[src/rtl/audio_pkg.sv]
`default_nettype none
// ============================================================================
//  Module      : audio_pkg
//  Description : Shared constants and types for the drum-sample memory.
//                Both the recorder and the playback counters take their
//                address range from here.
//  Revision    : 1.0  initial release
// ============================================================================
package audio_pkg;

    localparam int DATA_W = 16;
    localparam int ADDR_W = 18;

    // Last writable RAM address; capacity is MAXCOUNT+1 samples.
    localparam logic [ADDR_W-1:0] MAXCOUNT = 18'd229120;

    // Onset threshold on the unsigned sample magnitude.
    localparam logic [DATA_W-1:0] THRESH = 16'd2048;

    typedef logic [ADDR_W-1:0] addr_t;
    typedef logic [DATA_W-1:0] sample_t;

    // Recorder state encoding.
    localparam int STATE_W = 2;
    localparam logic [1:0] ST_IDLE  = 2'd0;
    localparam logic [1:0] ST_ARMED = 2'd1;
    localparam logic [1:0] ST_REC   = 2'd2;
    localparam logic [1:0] ST_DONE  = 2'd3;

endpackage
`default_nettype wire

[src/rtl/sample_recorder_if.sv]
`default_nettype none
// ============================================================================
//  Module      : sample_recorder_if
//  Description : Control, codec-sample and RAM-write signals of the sample
//                recorder. The master side issues arm/stop and codec
//                samples; the slave side is the recorder itself.
//  Revision    : 1.0  initial release
// ============================================================================
interface sample_recorder_if;
    import audio_pkg::*;

    // Control and codec input
    logic    arm;
    logic    stop;
    logic    in_valid;
    sample_t in_data;

    // RAM write port and status
    logic    wr_en;
    addr_t   wr_addr;
    sample_t wr_data;
    addr_t   length;
    logic    busy;
    logic    done;

    modport master (
        output arm, stop, in_valid, in_data,
        input  wr_en, wr_addr, wr_data, length, busy, done
    );

    modport slave (
        input  arm, stop, in_valid, in_data,
        output wr_en, wr_addr, wr_data, length, busy, done
    );

endinterface
`default_nettype wire

[src/rtl/abs_sat.sv]
`default_nettype none
// ============================================================================
//  Module      : abs_sat
//  Description : Saturating absolute value. W-bit two's complement in,
//                (W-1)-bit unsigned magnitude out; the most negative input
//                saturates to the largest positive magnitude.
//  Revision    : 1.0  initial release
// ============================================================================
module abs_sat #(
    parameter int W = 16
) (
    input  wire logic signed [W-1:0] din,
    output logic             [W-2:0] mag
);

    logic [W-1:0] w_neg;

    // Negate negative inputs; only the most negative value cannot be
    // represented in W-1 bits, so it is clamped to all ones.
    always_comb begin
        w_neg = -din;
        if (!din[W-1]) begin
            mag = din[W-2:0];
        end else if (din[W-2:0] == '0) begin
            mag = '1;
        end else begin
            mag = w_neg[W-2:0];
        end
    end

endmodule
`default_nettype wire

[src/rtl/sample_recorder.sv]
`default_nettype none
// ============================================================================
//  Module      : sample_recorder
//  Description : Writer side of the drum-sample memory. After arm, waits for
//                a codec sample whose magnitude reaches the onset threshold,
//                then writes every valid sample to sequential RAM addresses
//                0..LAST_ADDR until stop or the memory is full.
//  Revision    : 1.0  initial release
// ============================================================================
module sample_recorder
    import audio_pkg::*;
#(
    parameter logic [ADDR_W-1:0] LAST_ADDR    = audio_pkg::MAXCOUNT,
    parameter logic [DATA_W-1:0] ONSET_THRESH = audio_pkg::THRESH
) (
    input  wire logic        clk,
    input  wire logic        reset,
    sample_recorder_if.slave bus
);

    logic [STATE_W-1:0] r_state;
    logic [STATE_W-1:0] w_state_nxt;

    // Next address to write, which is also the count of samples written.
    addr_t   r_addr;
    addr_t   r_length;
    addr_t   w_count_nxt;

    logic    r_wr_en;
    addr_t   r_wr_addr;
    sample_t r_wr_data;
    logic    r_done;

    logic [DATA_W-2:0] w_mag;
    logic              w_onset;
    logic              w_take;
    logic              w_last;
    logic              w_rearm;

    abs_sat #(
        .W (DATA_W)
    ) u_abs_sat (
        .din (bus.in_data),
        .mag (w_mag)
    );

    assign w_onset = bus.in_valid && ({1'b0, w_mag} >= ONSET_THRESH);

    // arm is only honoured while idle or in the single DONE cycle.
    assign w_rearm = bus.arm && ((r_state == ST_IDLE) || (r_state == ST_DONE));

    // Next state and sample acceptance. In ARMED a stop cancels the wait
    // even if an onset sample arrives in the same cycle, since recording
    // has not yet begun. In REC a sample arriving with stop is still kept.
    always_comb begin
        w_state_nxt = r_state;
        w_take      = 1'b0;
        case (r_state)
            ST_IDLE, ST_DONE: begin
                w_state_nxt = bus.arm ? ST_ARMED : ST_IDLE;
            end
            ST_ARMED: begin
                if (bus.stop) begin
                    w_state_nxt = ST_IDLE;
                end else if (w_onset) begin
                    w_take      = 1'b1;
                    w_state_nxt = ST_REC;
                end
            end
            ST_REC: begin
                w_take = bus.in_valid;
                if (bus.stop) begin
                    w_state_nxt = ST_DONE;
                end
            end
            default: begin
                w_state_nxt = ST_IDLE;
            end
        endcase
        // Writing the last address ends the take; the address never wraps.
        w_last = w_take && (r_addr == LAST_ADDR);
        if (w_last) begin
            w_state_nxt = ST_DONE;
        end
    end

    assign w_count_nxt = r_addr + {{(ADDR_W-1){1'b0}}, w_take};

    // FSM, address counter, captured length and done pulse.
    always_ff @(posedge clk) begin
        if (reset) begin
            r_state  <= ST_IDLE;
            r_addr   <= '0;
            r_length <= '0;
            r_done   <= 1'b0;
        end else begin
            r_state <= w_state_nxt;
            r_done  <= (w_state_nxt == ST_DONE);
            if (w_rearm) begin
                r_addr   <= '0;
                r_length <= '0;
            end else begin
                r_addr <= w_count_nxt;
                if (w_state_nxt == ST_DONE) begin
                    r_length <= w_count_nxt;
                end
            end
        end
    end

    // Registered RAM write port: one strobe per accepted sample, one cycle later.
    always_ff @(posedge clk) begin
        if (reset) begin
            r_wr_en   <= 1'b0;
            r_wr_addr <= '0;
            r_wr_data <= '0;
        end else begin
            r_wr_en <= w_take;
            if (w_take) begin
                r_wr_addr <= r_addr;
                r_wr_data <= bus.in_data;
            end
        end
    end

    assign bus.wr_en   = r_wr_en;
    assign bus.wr_addr = r_wr_addr;
    assign bus.wr_data = r_wr_data;
    assign bus.length  = r_length;
    assign bus.done    = r_done;
    assign bus.busy    = (r_state == ST_ARMED) || (r_state == ST_REC);

endmodule
`default_nettype wire

[src/flat_wrapper.sv]
// flat-port wrapper written by rule: the top's interface ports become plain ports
module sample_recorder_flat import audio_pkg::*;
#(
    parameter logic [ADDR_W-1:0] LAST_ADDR    = audio_pkg::MAXCOUNT,
    parameter logic [DATA_W-1:0] ONSET_THRESH = audio_pkg::THRESH
)
  (clk, reset, bus_arm, bus_stop, bus_in_valid, bus_in_data, bus_wr_en, bus_wr_addr, bus_wr_data, bus_length, bus_busy, bus_done);
  sample_recorder_if bus_i ();
  input  wire logic clk;
  input  wire logic reset;
  input wire logic [$bits(bus_i.arm)-1:0] bus_arm;
  input wire logic [$bits(bus_i.stop)-1:0] bus_stop;
  input wire logic [$bits(bus_i.in_valid)-1:0] bus_in_valid;
  input wire logic [$bits(bus_i.in_data)-1:0] bus_in_data;
  output wire logic [$bits(bus_i.wr_en)-1:0] bus_wr_en;
  output wire logic [$bits(bus_i.wr_addr)-1:0] bus_wr_addr;
  output wire logic [$bits(bus_i.wr_data)-1:0] bus_wr_data;
  output wire logic [$bits(bus_i.length)-1:0] bus_length;
  output wire logic [$bits(bus_i.busy)-1:0] bus_busy;
  output wire logic [$bits(bus_i.done)-1:0] bus_done;
  assign bus_i.arm = bus_arm;
  assign bus_i.stop = bus_stop;
  assign bus_i.in_valid = bus_in_valid;
  assign bus_i.in_data = bus_in_data;
  assign bus_wr_en = bus_i.wr_en;
  assign bus_wr_addr = bus_i.wr_addr;
  assign bus_wr_data = bus_i.wr_data;
  assign bus_length = bus_i.length;
  assign bus_busy = bus_i.busy;
  assign bus_done = bus_i.done;
  sample_recorder #(.LAST_ADDR(LAST_ADDR), .ONSET_THRESH(ONSET_THRESH)) u_core (.clk(clk), .reset(reset), .bus(bus_i));
endmodule
[config.mk]
export PLATFORM = sky130hd
export DESIGN_NAME = sample_recorder_flat
export DESIGN_NICKNAME = d
export VERILOG_FILES = /design/src/rtl/audio_pkg.sv /design/src/rtl/sample_recorder_if.sv /design/src/rtl/abs_sat.sv /design/src/rtl/sample_recorder.sv /design/src/flat_wrapper.sv
export SDC_FILE = /design/constraint.sdc
export NUM_CORES = 1
export LEC_CHECK = 0
export ABC_AREA = 1
export BUFFER_PORTS_ARGS = -buffer_cell sky130_fd_sc_hd__buf_2
export CAP_MARGIN = 20
export CORE_MARGIN = 2
export CORE_UTILIZATION = 30
export DETAILED_ROUTE_END_ITERATION = 6
export SKIP_CTS_REPAIR_TIMING = 1
export SYNTH_ARGS = -nofsm -noshare
export SYNTH_HDL_FRONTEND = slang
export SYNTH_SLANG_ARGS = --single-unit
export TNS_END_PERCENT = 1
[constraint.sdc]
create_clock -name clk -period 4.1 [get_ports clk]
set_input_delay 0.41 -clock clk [delete_from_list [all_inputs] [get_ports clk]]
set_output_delay 0.41 -clock clk [all_outputs]
set_load 0.01 [all_outputs]
---- Word level (Yosys, flattened, before mapping) ----
Cells that the tools add are included.
storage, ports and cells
  register bits ........................... 74
  input port bits ......................... 21
  output and inout port bits .............. 55
  logic and storage cells ................. 35
cells by class
  add/subtract/negate cells ............... 2
  order comparisons ....................... 1
  equal/unequal tests ..................... 5
  muxes and demuxes ....................... 11
  reduce and logical (&&, ||, !) cells .... 9
operators by type and width
  operator                                                                  count
  15-bit 2-to-1 mux                                                         2
  18-bit by 1-bit adder with 18-bit output                                  1
  18-bit equality test (second input constant)                              1
  15-bit by 12-bit >= comparator with 1-bit output (second input constant)  1
  15-bit logical NOT                                                        1
  15-bit negator                                                            1
  2-bit 2-to-1 mux                                                          4
  2-bit equality test (second input constant)                               3
  2-bit case mux with 3 select lines                                        1
  2-bit OR reduction                                                        2
  1-bit logical AND                                                         3
  1-bit 2-to-1 mux                                                          3
  2-bit by 1-bit equality test with 1-bit output (second input constant)    1
  2-bit logical NOT                                                         1
  1-bit logical OR                                                          2
  1-bit case mux with 2 select lines                                        1

---- Logic depth before layout (Yosys ltp) ----
  word-level depth ........................ 11
  mapped depth ............................ 26
  depth with buffers taken out ............ 25

---- Cells and area by module ----
Synthesis repeated with hierarchy kept, for this count alone.
second synthesis, totals
  cells, all modules ...................... 518
  area, all modules ....................... 3668.5 µm²
modules (own cells, without submodules)
  module           instances  cells each  area each (µm²)  sequential area each (µm²)
  sample_recorder  1          416         3083.0           1481.4
  abs_sat          1          102         585.6            0.0

---- Least setup slack after synthesis ----
No wires, ideal clock.
  path type ............................... input-to-reg
  start point ............................. input port bus_in_data[0]
  end point ............................... register u_core.r_length[16] (netlist: u_core.bus.length[16])
  arrival ................................. 3.081 ns
  required time ........................... 3.988 ns
  path slack .............................. 0.908 ns
  cell stages on the path ................. 24
  buffers on the path ..................... 1
  cell sequence ........................... inv_1 > ha_1 > nand3_1 > nand3_1 > nand2_1 > nand2_1 > nand2_1 > nand2_1 > nand2_1 > nand2_2 > nand2_2 > inv_2 > clkbuf_1 > ha_1 > ha_1 > nand2_1 > nor3_2 > nand3_1 > or2_1 > nor2_4 > nand4_2 > xnor2_2 > nor2_2 > nor2_1
between the ends
  word-level cells in the longest chain between the ends .. 11
  elaborated cells between the ends (all ways) .. 16
RTL lines
  what                                                                                              line                          text
  start, declared                                                                                   flat_wrapper.sv:14            input wire logic [$bits(bus_i.in_data)-1:0] bus_in_data;
  15-bit negator or 15-bit logical NOT (tied branches)                                              abs_sat.sv:21, abs_sat.sv:24
  15-bit 2-to-1 mux                                                                                 abs_sat.sv:24                 end else if (din[W-2:0] == '0) begin
  15-bit 2-to-1 mux (*)                                                                             abs_sat.sv:22                 if (!din[W-1]) begin
  15-bit by 12-bit >= comparator with 1-bit output (*)                                              sample_recorder.sv:47         assign w_onset = bus.in_valid && ({1'b0, w_mag} >= ONSET_THRESH);
  1-bit logical AND (*)                                                                             sample_recorder.sv:47
  1-bit 2-to-1 mux (*)                                                                              sample_recorder.sv:65         end else if (w_onset) begin
  1-bit 2-to-1 mux (*)                                                                              sample_recorder.sv:63         if (bus.stop) begin
  1-bit case mux with 2 select lines (*)                                                            sample_recorder.sv:58         case (r_state)
  net u_core.w_take                                                                                 sample_recorder.sv:36         logic w_take;
  parallel branches: the longest is 3 deep, another holds 18-bit by 1-bit adder with 18-bit output  --
  end signal, assigned                                                                              sample_recorder.sv:105        r_length <= w_count_nxt;
  end, declared                                                                                     sample_recorder.sv:26         addr_t r_length;
Mark *: on every way through the listed nets, which the timed path passes.
A chain may end at the register's enable or synchronous reset.

---- Worst setup path after layout ----
  start point ............................. register u_core.r_state[0]
  end point ............................... register u_core.r_length[16] (netlist: u_core.bus.length[16])
between the ends
  word-level cells in the longest chain between the ends .. 5
  elaborated cells between the ends (all ways) .. 17
RTL lines
  what                                                                                              line                   text
  start, declared                                                                                   sample_recorder.sv:21  logic [STATE_W-1:0] r_state;
  start signal, assigned                                                                            sample_recorder.sv:97  r_state <= w_state_nxt;
  parallel branches: the longest is 5 deep, another holds 18-bit by 1-bit adder with 18-bit output  --
Several ways; the timed one is not identified.

==> results_dict.tcl <==
set metrics [dict create \
    route.vias.total 2783 \
    routedWlPerCell_um 12.4 \
    yosys.area.top_type_share_pct 46.0 \
    hold_viol_final 0 \
    syn_nets 443 \
    synth_edf_count 0 \
    fmax_mhz 311 \
    drc_errors 0 \
    fin_crit_ns 3.22 \
    synth_cell_type_count 32 \
    startpoint_type "flop" \
    clkSlewWorstSetupHoldPaths_ns 0.08 \
    numCtsBuffers 9 \
    grt_pass1_vias 2762 \
    detail-route-antenna-nets 0 \
    ys_ff_latch 74 \
    syn2layout_area_growth_pct 20.6 \
    grt-ovfl-total 0 \
    floorplan.initialDensity_pct 31.0 \
    worstPathRequired_ns 4.34 \
    critPathKind "reg2reg" \
    grt_usage_pct 14.2 \
    max_stage_delay_ns 0.36 \
    drive_above_1_share_pct 25.7 \
    hold_ws_ns 0.315 \
    setup_violations 0 \
    critPathBufInv 2 \
    report.final.slew_viol_count 0 \
    pwr-share-comb_pct 5.2 \
    via_per_inst 4.42 \
    floorplan.rows 37 \
    worst_pin_slew_ns 0.844 \
    crit_top_cell "ha_1" \
    cp-end-kind "flop" \
    p_sw_share_pct 23.2 \
    dieArea_um2 11600 \
    fin_crit_sh_pct 78.5 \
    place_congestion 0.851 \
    tns_ns 0 \
    root_buffer "clkbuf_8" \
    synth_seq_area_share_pct 46.0 \
    cp_slowest_cell "dfxtp_1" \
    dieHeight_um 108 \
    layoutNonFillerInstCount 630 \
    ys_top_cells_by_area "dfxtp_1 (46%), nor2_1 (9.8%), nand2_1 (7.0%)" \
    diodes 0 \
    place_hpwl_mm 5.89 \
    crit_chain "inv_1, ha_1, nor2_1, nand2_2, inv_2, ha_1, ha_1, nand2_1, nor3_2, nand3_1, or2_1, nor2_4, nand4_2, xnor2_2, nor2_2, nor2_1" \
    clockBufferDepth 2 \
    seq_power_share_pct 53.4 \
    synth_most_common_cell "nor2_1" \
    finalNetCount 516 \
    synth.avg_cell_area_um2 7.74 \
    clockPowerShare_pct 41.4 \
    routed_wl_mm 7.84 \
    p_leak_nw 1.80 \
    fin_skew_ns 0.00816 \
    synth_largest_area_cell "dfxtp_1" \
    cts.sinks 74 \
    h-tree-depth 3 \
    netlist_top_cells_count "nor2_1 (84), dfxtp_1 (74), nand2_1 (60), inv_1 (47), o21ai_0 (35)" \
    async_flop_share_pct 0 \
    grt_max_degree 52 \
    post-place-cells 614 \
    p_per_area_nw_per_um2 350 \
    coreArea_um2 10400 \
    antenna_found_initial 0 \
    dominantRegCellSynth "dfxtp_1" \
    rsz0062_at_grt "no" \
    status "completed" \
    synth_area_um2 3220 \
    synth_cells 416 \
    drtPass1Iterations 4 \
    worstSkewPairLatency_ns 0.34 \
    cts_tree "built" \
    crit_fanout 19 \
    fillers 1114 \
    port_buffers 75 \
    hold_path.class "in2reg" \
    arrival_ns 3.45 \
    max_cap_violations 0 \
    synth-warning-count 0 \
    initialDrtViolationCount 114 \
    die_w_um 108 \
    grt_pass1_wl_mm 12.8 \
    irDropWorstVdd_mv 0.122 \
    relSlewSlack_pct 43.7 \
    crit_family "simple AND/OR/NAND/NOR gates" \
    io_pins 76 \
    internal_power_w 0.00104 \
    switchingPower_w 0.000315 \
]
cell usage in the layout, fill, tap and decap left out, drive strengths merged, types with 3 or more instances in the layout:
cell	n
a21oi	28
buf	77
clkbuf	12
clkinv	4
dfxtp	74
ha	6
inv	48
nand2	66
nand3	20
nand4	3
nor2	97
nor3	5
o21ai	35
xnor2	4
xor2	11
per-layer routing:
| metal | vias to the layer above | GRT usage [%] | share of wire [%] |
|---|---|---|---|
| li1 | 1442 | - | - |
| met1 | 1269 | 16.4 | 43 |
| met2 | 57 | 24.6 | 50 |
| met3 | 15 | 2.91 | 4.2 |
| met4 | 0 | 7.05 | 2.3 |
| met5 | - | 0 | 0 |
registers in the layout, summed over array words and instances, names as in the netlist:
signal and cells:
u_core.bus.length 18, u_core.r_state 2, u_core.bus.wr_data 16, u_core.r_addr 18, u_core.bus.wr_en 1, u_core.bus.wr_addr 18
u_core.bus.done 1
logic make-up (layout without fill, tap and decap cells):
| group | after synthesis | after routing | synth area share (%) |
|---|---|---|---|
| buffers and inverters | 65 | 143 | 8.74 |
| flip-flops | 74 | 74 | 46.0 |
| AND/OR/NAND/NOR | 193 | 193 | 27.7 |
| adder cells (fa/ha/maj) | 6 | 6 | 2.33 |
| AO/OA/AOI/OAI | 63 | 63 | 10.8 |
| XOR/XNOR | 15 | 15 | 4.31 |
cell type report:
type	instances	area, um2	area share (%)
clock inverters	4	51.3	1.32
flip-flops and latches	74	1480	38.2
repair buffers	77	390	10.1
well taps	136	170	4.38
inverters	50	188	4.83
multi-input cells	277	1460	37.5
clock buffers	12	145	3.74
power groups by stage:
stage | sequential (W) | clock [W] | combinational [W]
6_report | 0.000725 | 0.000563 | 0.0000707
5_1_grt | 0.000726 | 0.000614 | 0.0000805
4_1_cts | 0.000725 | 0.000581 | 0.0000710
3_5_place_dp | 0.000742 | 0 | 0.0000708
3_3_place_gp | 0.000742 | 0 | 0.0000700
2_1_floorplan | 0.000744 | 0 | 0.0000435
final timing paths:
path                            slack, ns  depth (start not counted)                                start                             endpoint
worst max-delay path                 0.88                         16         u_core.r_state[0]$_SDFF_PP0_   u_core.bus.length[16]$_SDFFE_PP0P_
worst min-delay path                 0.32                          2                                reset  u_core.bus.wr_addr[16]$_SDFFE_PP0P_
worst max register to register       0.88                         16         u_core.r_state[0]$_SDFF_PP0_   u_core.bus.length[16]$_SDFFE_PP0P_
worst min register to register       0.47                          2  u_core.bus.wr_addr[16]$_SDFFE_PP0P_  u_core.bus.wr_addr[16]$_SDFFE_PP0P_
metrics by stage:
step	cell area [um2]	util (%)	power (W)	setup WS [ns]
6_report	3880	37.4	0.00136	0.884
3_5_place_dp	3690	35.5	0.000813	0.690
3_3_place_gp	3690	35.5	0.000812	0.840
4_1_cts	3880	37.4	0.00138	0.882
5_1_grt	3880	37.4	0.00142	0.612
2_1_floorplan	3220	-	0.000787	0.908
Power figures use the tool's default switching activity.
